**config.mk**
```make
export PLATFORM = sky130hd
export DESIGN_NAME = rvfi_htif_monitor
export DESIGN_NICKNAME = d
export VERILOG_FILES = /design/src/rtl/rvfi_monitor_pkg.sv /design/src/rtl/fifo_v3.sv /design/src/rtl/rvfi_htif_monitor.sv
export SDC_FILE = /design/constraint.sdc
export NUM_CORES = 1
export LEC_CHECK = 0
export ABC_AREA = 1
export CAP_MARGIN = 20
export CORE_MARGIN = 3
export CORE_UTILIZATION = 37
export DETAILED_ROUTE_END_ITERATION = 10
export GPL_TIMING_DRIVEN = 1
export HOLD_SLACK_MARGIN = 0.03
export SYNTH_ARGS = -nofsm -noshare
export SYNTH_HDL_FRONTEND = slang
export SYNTH_SLANG_ARGS = --single-unit
```
**constraint.sdc**
```tcl
create_clock -name clk_i -period 6.9 [get_ports clk_i]
set_input_delay 0.69 -clock clk_i [delete_from_list [all_inputs] [get_ports clk_i]]
set_output_delay 0.69 -clock clk_i [all_outputs]
set_load 0.01 [all_outputs]
```
**src/rtl/rvfi_monitor_pkg.sv**
```systemverilog
// Shared types and helpers for the RVFI/HTIF commit monitor.
package rvfi_monitor_pkg;

   typedef enum logic [1:0] {
      IDLE,
      REQ,
      WAIT
   } htif_fsm_e;

   localparam logic [31:0] EOT_TIMEOUT = 32'hFFFF_FFFF;

   typedef struct packed {
      int unsigned NrCommitPorts;
      int unsigned XLEN;
      int unsigned PLEN;
   } cva6_cfg_t;

   localparam cva6_cfg_t cva6_cfg_default = '{NrCommitPorts: 2, XLEN: 64, PLEN: 56};

   typedef struct packed {
      logic        valid;
      logic        trap;
      logic [63:0] mem_paddr;
      logic [7:0]  mem_wmask;
      logic [63:0] mem_wdata;
   } rvfi_commit_t;

   // Non-zero store by a retired, non-trapping instruction to an enabled tohost address.
   function automatic logic tohost_hit(input logic        valid,
                                       input logic        trap,
                                       input logic [7:0]  wmask,
                                       input logic [63:0] paddr,
                                       input logic [63:0] wdata,
                                       input logic [63:0] tohost);
      return valid & ~trap & (|wmask) & (paddr == tohost) & (|tohost) & (|wdata);
   endfunction

endpackage

```
**src/rtl/fifo_v3.sv**
```systemverilog
// Synchronous FIFO; a push while full is accepted when a pop happens in the same cycle.
module fifo_v3 #(
   parameter int unsigned DATA_WIDTH = 64,
   parameter int unsigned DEPTH      = 4
) (
   input  logic                  clk_i,
   input  logic                  flush_i,
   output logic                  full_o,
   output logic                  empty_o,
   input  logic [DATA_WIDTH-1:0] data_i,
   input  logic                  push_i,
   output logic [DATA_WIDTH-1:0] data_o,
   input  logic                  pop_i
);

   localparam int unsigned AddrW = $clog2(DEPTH);

   logic [DATA_WIDTH-1:0] mem_q [DEPTH];
   logic [AddrW-1:0]      rd_q, wr_q;
   logic [AddrW:0]        cnt_q;
   logic                  do_push, do_pop;

   assign full_o  = (cnt_q == (AddrW+1)'(DEPTH));
   assign empty_o = (cnt_q == '0);
   assign data_o  = mem_q[rd_q];
   assign do_pop  = pop_i & ~empty_o;
   assign do_push = push_i & (~full_o | do_pop);

   always_ff @(posedge clk_i) begin
      if (flush_i) begin
         rd_q  <= '0;
         wr_q  <= '0;
         cnt_q <= '0;
      end else begin
         if (do_push) wr_q <= wr_q + AddrW'(1);
         if (do_pop)  rd_q <= rd_q + AddrW'(1);
         case ({do_push, do_pop})
            2'b10:   cnt_q <= cnt_q + (AddrW+1)'(1);
            2'b01:   cnt_q <= cnt_q - (AddrW+1)'(1);
            default: cnt_q <= cnt_q;
         endcase
      end
   end

   always_ff @(posedge clk_i) begin
      if (!flush_i && do_push) mem_q[wr_q] <= data_i;
   end

endmodule

```
**src/rtl/rvfi_htif_monitor.sv**
```systemverilog
// Watches the commit bus for tohost stores: latches the exit code or queues syscalls for a host agent,
// with a timeout watchdog and retire/trap counters.
module rvfi_htif_monitor
   import rvfi_monitor_pkg::*;
#(
   parameter cva6_cfg_t   CVA6Cfg      = cva6_cfg_default,
   parameter type         rvfi_instr_t = rvfi_commit_t,
   parameter int unsigned SyscallDepth = 4,
   parameter int unsigned CntWidth     = 64
) (
   input  logic                      clk_i,
   input  logic                      rst_i,
   input  rvfi_instr_t               rvfi_i [CVA6Cfg.NrCommitPorts],
   input  logic [CVA6Cfg.PLEN-1:0]   tohost_addr_i,
   input  logic [CntWidth-1:0]       timeout_cycles_i,
   output logic                      syscall_valid_o,
   output logic [63:0]               syscall_data_o,
   input  logic                      syscall_ready_i,
   input  logic                      syscall_done_i,
   output logic                      syscall_busy_o,
   output logic [31:0]               end_of_test_o,
   output logic [CntWidth-1:0]       instret_o,
   output logic [31:0]               trap_count_o,
   output logic [1:0]                error_o
);

   localparam int unsigned NrPorts = CVA6Cfg.NrCommitPorts;
   localparam int unsigned PopW    = $clog2(NrPorts + 1);

   logic [NrPorts-1:0] hit_vec;
   logic               hit_any, hit_multi;
   logic [63:0]        hit_data;
   logic [PopW-1:0]    ret_cnt, trap_cnt;

   always_comb begin
      hit_vec   = '0;
      hit_any   = 1'b0;
      hit_multi = 1'b0;
      hit_data  = '0;
      ret_cnt   = '0;
      trap_cnt  = '0;
      for (int unsigned i = 0; i < NrPorts; i++) begin
         hit_vec[i] = tohost_hit(rvfi_i[i].valid, rvfi_i[i].trap, rvfi_i[i].mem_wmask,
                                 rvfi_i[i].mem_paddr, rvfi_i[i].mem_wdata, 64'(tohost_addr_i));
         ret_cnt  = ret_cnt + PopW'(rvfi_i[i].valid & ~rvfi_i[i].trap);
         trap_cnt = trap_cnt + PopW'(rvfi_i[i].valid & rvfi_i[i].trap);
      end
      // Oldest port wins; any younger hit in the same cycle is reported and dropped.
      for (int unsigned i = 0; i < NrPorts; i++) begin
         if (hit_vec[i]) begin
            if (hit_any) begin
               hit_multi = 1'b1;
            end else begin
               hit_any  = 1'b1;
               hit_data = rvfi_i[i].mem_wdata;
            end
         end
      end
   end

   logic exit_hit, sys_hit;
   assign exit_hit = hit_any & hit_data[0];
   assign sys_hit  = hit_any & ~hit_data[0];

   logic                fifo_full, fifo_empty, fifo_pop;
   logic [63:0]         fifo_head;

   fifo_v3 #(
      .DATA_WIDTH (64),
      .DEPTH      (SyscallDepth)
   ) i_syscall_fifo (
      .clk_i   (clk_i),
      .flush_i (rst_i),
      .full_o  (fifo_full),
      .empty_o (fifo_empty),
      .data_i  (hit_data),
      .push_i  (sys_hit),
      .data_o  (fifo_head),
      .pop_i   (fifo_pop)
   );

   htif_fsm_e state_q, state_d;

   always_ff @(posedge clk_i) begin
      if (rst_i) state_q <= IDLE;
      else       state_q <= state_d;
   end

   always_comb begin
      state_d         = state_q;
      fifo_pop        = 1'b0;
      syscall_valid_o = 1'b0;
      unique case (state_q)
         IDLE: if (!fifo_empty) state_d = REQ;
         REQ: begin
            syscall_valid_o = 1'b1;
            if (syscall_ready_i) begin
               fifo_pop = 1'b1;
               state_d  = WAIT;
            end
         end
         WAIT: if (syscall_done_i) state_d = IDLE;
         default: state_d = IDLE;
      endcase
   end

   assign syscall_data_o = syscall_valid_o ? fifo_head : '0;
   assign syscall_busy_o = (state_q != IDLE);

   logic [CntWidth-1:0] cycle_q, instret_q;
   logic [31:0]         eot_q, trap_q;
   logic [1:0]          err_q;
   logic [32:0]         trap_sum;
   logic                timeout_hit;

   assign trap_sum    = {1'b0, trap_q} + 33'(trap_cnt);
   assign timeout_hit = (timeout_cycles_i != '0) && (cycle_q >= timeout_cycles_i);

   always_ff @(posedge clk_i) begin
      if (rst_i) begin
         cycle_q   <= '0;
         instret_q <= '0;
         trap_q    <= '0;
         eot_q     <= '0;
         err_q     <= '0;
      end else begin
         if (~&cycle_q) cycle_q <= cycle_q + CntWidth'(1);
         instret_q <= instret_q + CntWidth'(ret_cnt);
         trap_q    <= trap_sum[32] ? '1 : trap_sum[31:0];
         if (eot_q == '0) begin
            if (exit_hit)         eot_q <= hit_data[31:0];
            else if (timeout_hit) eot_q <= EOT_TIMEOUT;
         end
         if (sys_hit && fifo_full && !fifo_pop) err_q[0] <= 1'b1;
         if (hit_multi)                         err_q[1] <= 1'b1;
      end
   end

   assign end_of_test_o = eot_q;
   assign instret_o     = instret_q;
   assign trap_count_o  = trap_q;
   assign error_o       = err_q;

endmodule

```
==> results.cfg, run 1 <==
[routing]
num_vias = 24850
drt_drc_violations_left = 0
wl_mm = 98.19
drt-vias-per-instance = 4.980
wire_per_inst_microns = 19.68
drtPass1Iterations = 6
drt-initial-drc-count = 1788
ant_nets = 0

[clocking]
cts_tree = yes
clock_latency_ps = 620
clock-sinks = 461
clkSlewWorstSetupHoldPaths_ps = 70
h-tree-depth = 2
cts.repair.resized = 0
cts_setup_buffers = 0
numCtsBuffers = 50
cts_root_buf = clkbuf_16
ctsHoldBuffers = 0
clock_path_buffers = 3

[critical_path]
critPathCaptureType = primary output
cp_top_family = buffers and inverters
cp.arrival_ps = 3840
path_buf_inv = 3
cp_cell_sequence = clkinv_2 -> buf_4 -> o21ai_0 -> a21oi_1 -> clkdlybuf4s50_1
crit_slowest_cell = clkinv_2
crit_cells = 5
critPathKind = register to primary output
worstRegToRegCells = 12
crit_required_ps = 6210
slowest_delay_ps = 850
cp-start-kind = register
crit_fanout = 65

[layout]
synthToLayoutAreaGrowth_pct = 32.58
drive_above_1_share = 0.05449
nNetsFinal = 4492
fin_util = 0.4982
num-fill-cells = 6843

[grt]
grt_overflow = 0
grt_use_met2 = 0.4116
grt_max_degree = 99
antenna_found_initial = 4
grt_pass1_vias = 23030
grt_first_pass_wirelength_mm = 145.6
globalRoute.busiestLayer = met2
use_met3 = 0.04727
met1_usage = 0.3688
groute.usage.overall = 0.2585

[synth]
avgSynthCellArea_sq_um = 7.509
async_reset_ff_frac = 0
synth_ff_type = edfxtp_1
synth_top_family_by_area = simple AND/OR/NAND/NOR gates
synth-compound-area-share = 0.1034
synth_fa_ha_area_frac = 0.03751
synth_cell_type_count = 59
syn_area_sq_um = 25950
synth_edf_count = 256
synth_cells = 3456
synth.area.mux_share = 0
ys_ff_latch = 461
yosys_warnings = 0
synth_xor_area_frac = 0.02464
yosysSeqAreaShare = 0.4543
syn_nets = 3932
synth-simple-area-share = 0.3002

[timing]
slew_headroom = 0.2632
slew_violations = 0
finalSetupViolCount = 0
clock_skew_ps = 50.37
period_share = 0.6565
worst_pin_slew_ps = 1105
fmax_ghz = 0.2208
rsz0062_at_grt = false
final.min_clock_period_ps = 4530
tns_ps = 0
timing_hold_violations_final = 0

[floorplanning]
core.rowCount = 96
die_h_microns = 270.8
core_sq_um = 69070
ioPinCount = 596
die_w_microns = 270.8
initial_utilization = 0.3758
die_area_sq_um = 73350

[pwr]
powerDensity_nw_per_um2 = 176.5
seqPwrFrac = 0.474
peakVddDrop_v = 0.0002074
clock_power_share = 0.443
p_sw_frac = 0.2305
power.switching_mw = 1.400
p_int_mw = 4.674
p_leak_nw = 13.81
p_comb_frac = 0.083

[placed_design]
hpwl_mm = 74.91
numPortBuffers = 595
gp_congestion = 0.9932

[min_path]
hold_path_depth = 2
min_path_type = input pin to register

[run]
max-cap-violations = 0

[status]
outcome = finished clean
area by class of cell:
type | instances | area, sq um | area share
Clock inverter | 28 | 294.0 | 0.008545
Tap cell | 931 | 1165 | 0.03385
Clock buffer | 64 | 1365 | 0.03967
Multi-Input combinational cell | 2468 | 12120 | 0.3523
Inverter | 426 | 1602 | 0.04655
Timing Repair Buffer | 609 | 6056 | 0.1760
Sequential cell | 461 | 11800 | 0.3428
Antenna cell | 3 | 7.507 | 0.0002182
final timing paths:
path | slack, ps | to | startpoint
hold / removal | 410 | error_o[1] | rst_i
setup / recovery | 2370 | syscall_data_o[20] | register
hold reg to reg | 470 | register | i_syscall_fifo.rd_q[1]
setup reg to reg | 3370 | i_syscall_fifo.mem_q[3][14] | state_q[0]
synthesized netlist by cell type, types with 48 or more instances:
cell,n,area share
nor2_1,739,0.11
nand2_1,663,0.096
inv_1,377,0.055
edfxtp_1,256,0.30
o21ai_0,250,0.048
dfxtp_1,205,0.16
a21oi_1,164,0.032
nand3_1,126,0.024
nor3_1,101,0.019
ha_1,73,0.035
nand4_1,63,0.015
inv_2,49,0.0071
clkbuf_1,48,0.0069
layout by cell type, fill, tap and decap left out, types with 5 or more instances in the layout:
cell / synthesis / layout
nor2_1: 739 / 735
nand2_1: 663 / 663
clkdlybuf4s50_1: 0 / 594
inv_1: 377 / 373
edfxtp_1: 256 / 256
o21ai_0: 250 / 250
dfxtp_1: 205 / 203
a21oi_1: 164 / 164
nand3_1: 126 / 126
nor3_1: 101 / 101
ha_1: 73 / 73
nand4_1: 63 / 63
inv_2: 49 / 51
clkbuf_16: 0 / 51
xor2_1: 47 / 47
nor4_1: 41 / 41
o21ai_1: 37 / 37
xnor2_1: 26 / 26
nor2_2: 16 / 15
a31oi_1: 14 / 14
buf_4: 4 / 14
nor2_4: 7 / 12
clkinv_2: 0 / 12
nor3_2: 9 / 9
clkbuf_1: 48 / 9
nand3_2: 7 / 7
o21a_1: 7 / 7
and3_1: 7 / 7
clkinvlp_4: 0 / 6
nand2_2: 5 / 5
a21o_1: 5 / 5
nor3b_1: 5 / 5
o31ai_1: 5 / 5
kinds of logic after synthesis:
logic type      Yosys count
fa+ha+maj                76
flops                   461
compound gates          506
simple gates           1813
xor+xnor                 73
buf+inv                 527
power by group through the flow:
| stage | combinational [mW] | sequential, mW | clock [mW] |
|---|---|---|---|
| final | 0.505 | 2.88 | 2.69 |
| after CTS | 0.500 | 2.88 | 2.75 |
| after floorplan | 0.155 | 2.94 | 0 |
| after detailed placement | 0.497 | 2.94 | 0 |
| after global placement | 0.497 | 2.94 | 0 |
| after global routing | 0.549 | 2.88 | 2.87 |
layer usage:
metal	wire, microns	vias to the layer above
met1	45760	11560
li1	-	12490
met4	1664	2
met5	9	-
met3	6444	91
met2	44310	706
sequential cells by signal, summed over array words and instances, names as in the netlist, named ones only:
register,flops
i_syscall_fifo.mem_q,256
cycle_q,64
instret_o,64
end_of_test_o,32
trap_count_o,32
i_syscall_fifo.cnt_q,3
error_o,2
i_syscall_fifo.rd_q,2
i_syscall_fifo.wr_q,2
state_q,2
stage by stage:
stage	instance area, sq um	total power [mW]	setup WS [ps]	hold WS (ps)	cells
after CTS	34400	6.131	2314	388.4	4987
after detailed placement	32740	3.434	2096	455.2	4895
after floorplan	25950	3.092	1800	421.1	3456
after global placement	32740	3.434	2058	443.8	4895
after global routing	34410	6.295	2045	396.0	4990
final	34410	6.074	2370	412.9	4990
Power figures use the tool's default switching activity.
==> inputs of run 2 (changes only) <==
==> constraint.sdc (replaced) <==
create_clock -name clk_i -period 4.6 [get_ports clk_i]
set_input_delay 0.46 -clock clk_i [delete_from_list [all_inputs] [get_ports clk_i]]
set_output_delay 0.46 -clock clk_i [all_outputs]
set_load 0.01 [all_outputs]
==> run 2 against run 1 <==
- critical path depth rose by 1
- final area rose by 0.52%
- die area did not move
- sequential cell count did not move
- largest power group unchanged
- combinational power rose by 52%
- via count rose by 0.85%
- non-clock buffer count rose by 10
- clock power rose by 51%
- first-iteration DRC count rose by 6.4%
- wire length fell by 0.56%
- highest routed layer unchanged
- core utilization rose by 0.26 points
==> results.cfg, run 2 (same netlist as run 1, synthesis figures left out) <==
[floorplanning]
die_w_microns = 270.8
core.rowCount = 96
initial_utilization = 0.3758
ioPinCount = 596
die_h_microns = 270.8
core_sq_um = 69070
die_area_sq_um = 73350

[layout]
largest_reg_flops = 256
nNetsFinal = 4503
synthToLayoutAreaGrowth_pct = 33.27
final_cell_mix = 735 x nor2_1, 663 x nand2_1, 594 x clkdlybuf4s50_1
final_common_cell = nor2_1
fin_util = 0.5008
num-fill-cells = 6834
finalNonFillerCells = 5004
drive_above_1_share = 0.05508
top_register = i_syscall_fifo.mem_q
stdcell_area_sq_um = 34590

[timing]
slew_headroom = 0.2751
period_share = 0.8757
rsz0062_at_grt = false
finalSetupViolCount = 0
slew_violations = 0
worst_pin_slew_ps = 1087
clock_skew_ps = 46.70
tns_ps = 0
fmax_ghz = 0.2483
timing_hold_violations_final = 0
setup_slack_ps = 572.0
hold_ws_ps = 334.5
final.min_clock_period_ps = 4028

[routing]
ant_nets = 0
drt_drc_violations_left = 0
drt-initial-drc-count = 1903
drtPass1Iterations = 8
wire_per_inst_microns = 19.51
wl_mm = 97.64
num_vias = 25060
drt-vias-per-instance = 5.008

[placed_design]
place_inst = 4905
place_area_sq_um = 32900
numPortBuffers = 595
hpwl_mm = 75.24
gp_congestion = 1.034
pre_cts_ws_ps = 383.1

[clocking]
cts.repair.resized = 0
clock-sinks = 461
clock_latency_ps = 610
clock_path_buffers = 3
ctsHoldBuffers = 0
cts_root_buf = clkbuf_16
clkSlewWorstSetupHoldPaths_ps = 60
cts_tree = yes
h-tree-depth = 2
numCtsBuffers = 51
cts_setup_buffers = 0

[critical_path]
cp.arrival_ps = 3570
r2r_setup_slack_ps = 1690
cp-start-kind = register
worstRegToRegCells = 16
crit_required_ps = 4140
critPathKind = register to primary output
r2r-end = instret_o[30]
critPathCaptureType = primary output
crit_fanout = 68
timing.rr.start = instret_o[0]

[grt]
grt_max_degree = 97
groute.usage.overall = 0.2584
grt_pass1_vias = 23350
grt_first_pass_wirelength_mm = 145.5
antenna_found_initial = 9
grt_overflow = 0

[pwr]
p_leak_nw = 13.90
peakVddDrop_v = 0.0002692
powerDensity_nw_per_um2 = 264.1
finalPower_mw = 9.135

[min_path]
worstHoldEndpoint = error_o[1]
hold_path_depth = 3
holdCritStartpoint = rst_i
min_path_type = input pin to register

[status]
outcome = finished clean

[run]
max-cap-violations = 0
[run 2: cell types whose count changed in the layout (fill, tap and decap cells not counted), moves of 2 or more]
cell | previous run | this run
buf_12 | 0 | 7
clkinvlp_4 | 6 | 0
clkbuf_1 | 9 | 14
buf_4 | 14 | 17
clkinv_1 | 3 | 6
diode_2 | 3 | 6
inv_4 | 2 | 0
[run 2: metal layers]
layer,GRT usage,vias up,part of all wire
met1,0.3568,11540,0.44
met4,0.06374,2,0.026
li1,-,12490,-
met3,0.05968,146,0.083
met2,0.4097,888,0.45
met5,0,-,0.00017
[run 2: critical path, stage by stage (launching register included)]
cell             delay, ps
dfxtp_4                470
clkinv_2                70
buf_4                  470
buf_4                  650
o21ai_0                230
a21oi_1                400
clkdlybuf4s50_1        620
[run 2: final cells by class]
type	count	area, sq um	share of cell area
well taps	931	1165	0.03368
inverters	426	1602	0.04631
flip-flops and latches	461	11800	0.3411
clock inverters	25	296.5	0.008574
repair buffers	619	6218	0.1798
clock buffers	68	1370	0.03961
diodes	6	15.01	0.0004341
multi-input cells	2468	12120	0.3505
[run 2: report_power, final]
part | total (mW) | switching, mW | internal [mW] | leakage, nW
clock | 4.05 | 1.72 | 2.33 | 0.814
combinational | 0.767 | 0.355 | 0.411 | 8.45
sequential | 4.32 | 0.00783 | 4.31 | 4.63
[run 2: worst max path at each step]
stage / endpoint / startpoint / cells past startpoint
2_1_floorplan: i_syscall_fifo.mem_q[0][0] / rvfi_i[273] / 14
3_3_place_gp: i_syscall_fifo.mem_q[1][29] / rvfi_i[144] / 17
3_5_place_dp: i_syscall_fifo.mem_q[1][28] / rvfi_i[144] / 17
4_1_cts: syscall_data_o[5] / register / 6
5_1_grt: syscall_data_o[5] / register / 6
6_report: syscall_data_o[5] / register / 6
==> inputs of run 3 (changes only) <==
--- a/config.mk
+++ b/config.mk
@@ -12,6 +12,7 @@
 export DETAILED_ROUTE_END_ITERATION = 10
 export GPL_TIMING_DRIVEN = 1
 export HOLD_SLACK_MARGIN = 0.03
+export SKIP_CTS_REPAIR_TIMING = 1
 export SYNTH_ARGS = -nofsm -noshare
 export SYNTH_HDL_FRONTEND = slang
 export SYNTH_SLANG_ARGS = --single-unit
==> results of run 3 <==
Final layout, timing and power as in run 2 (identical DEF).
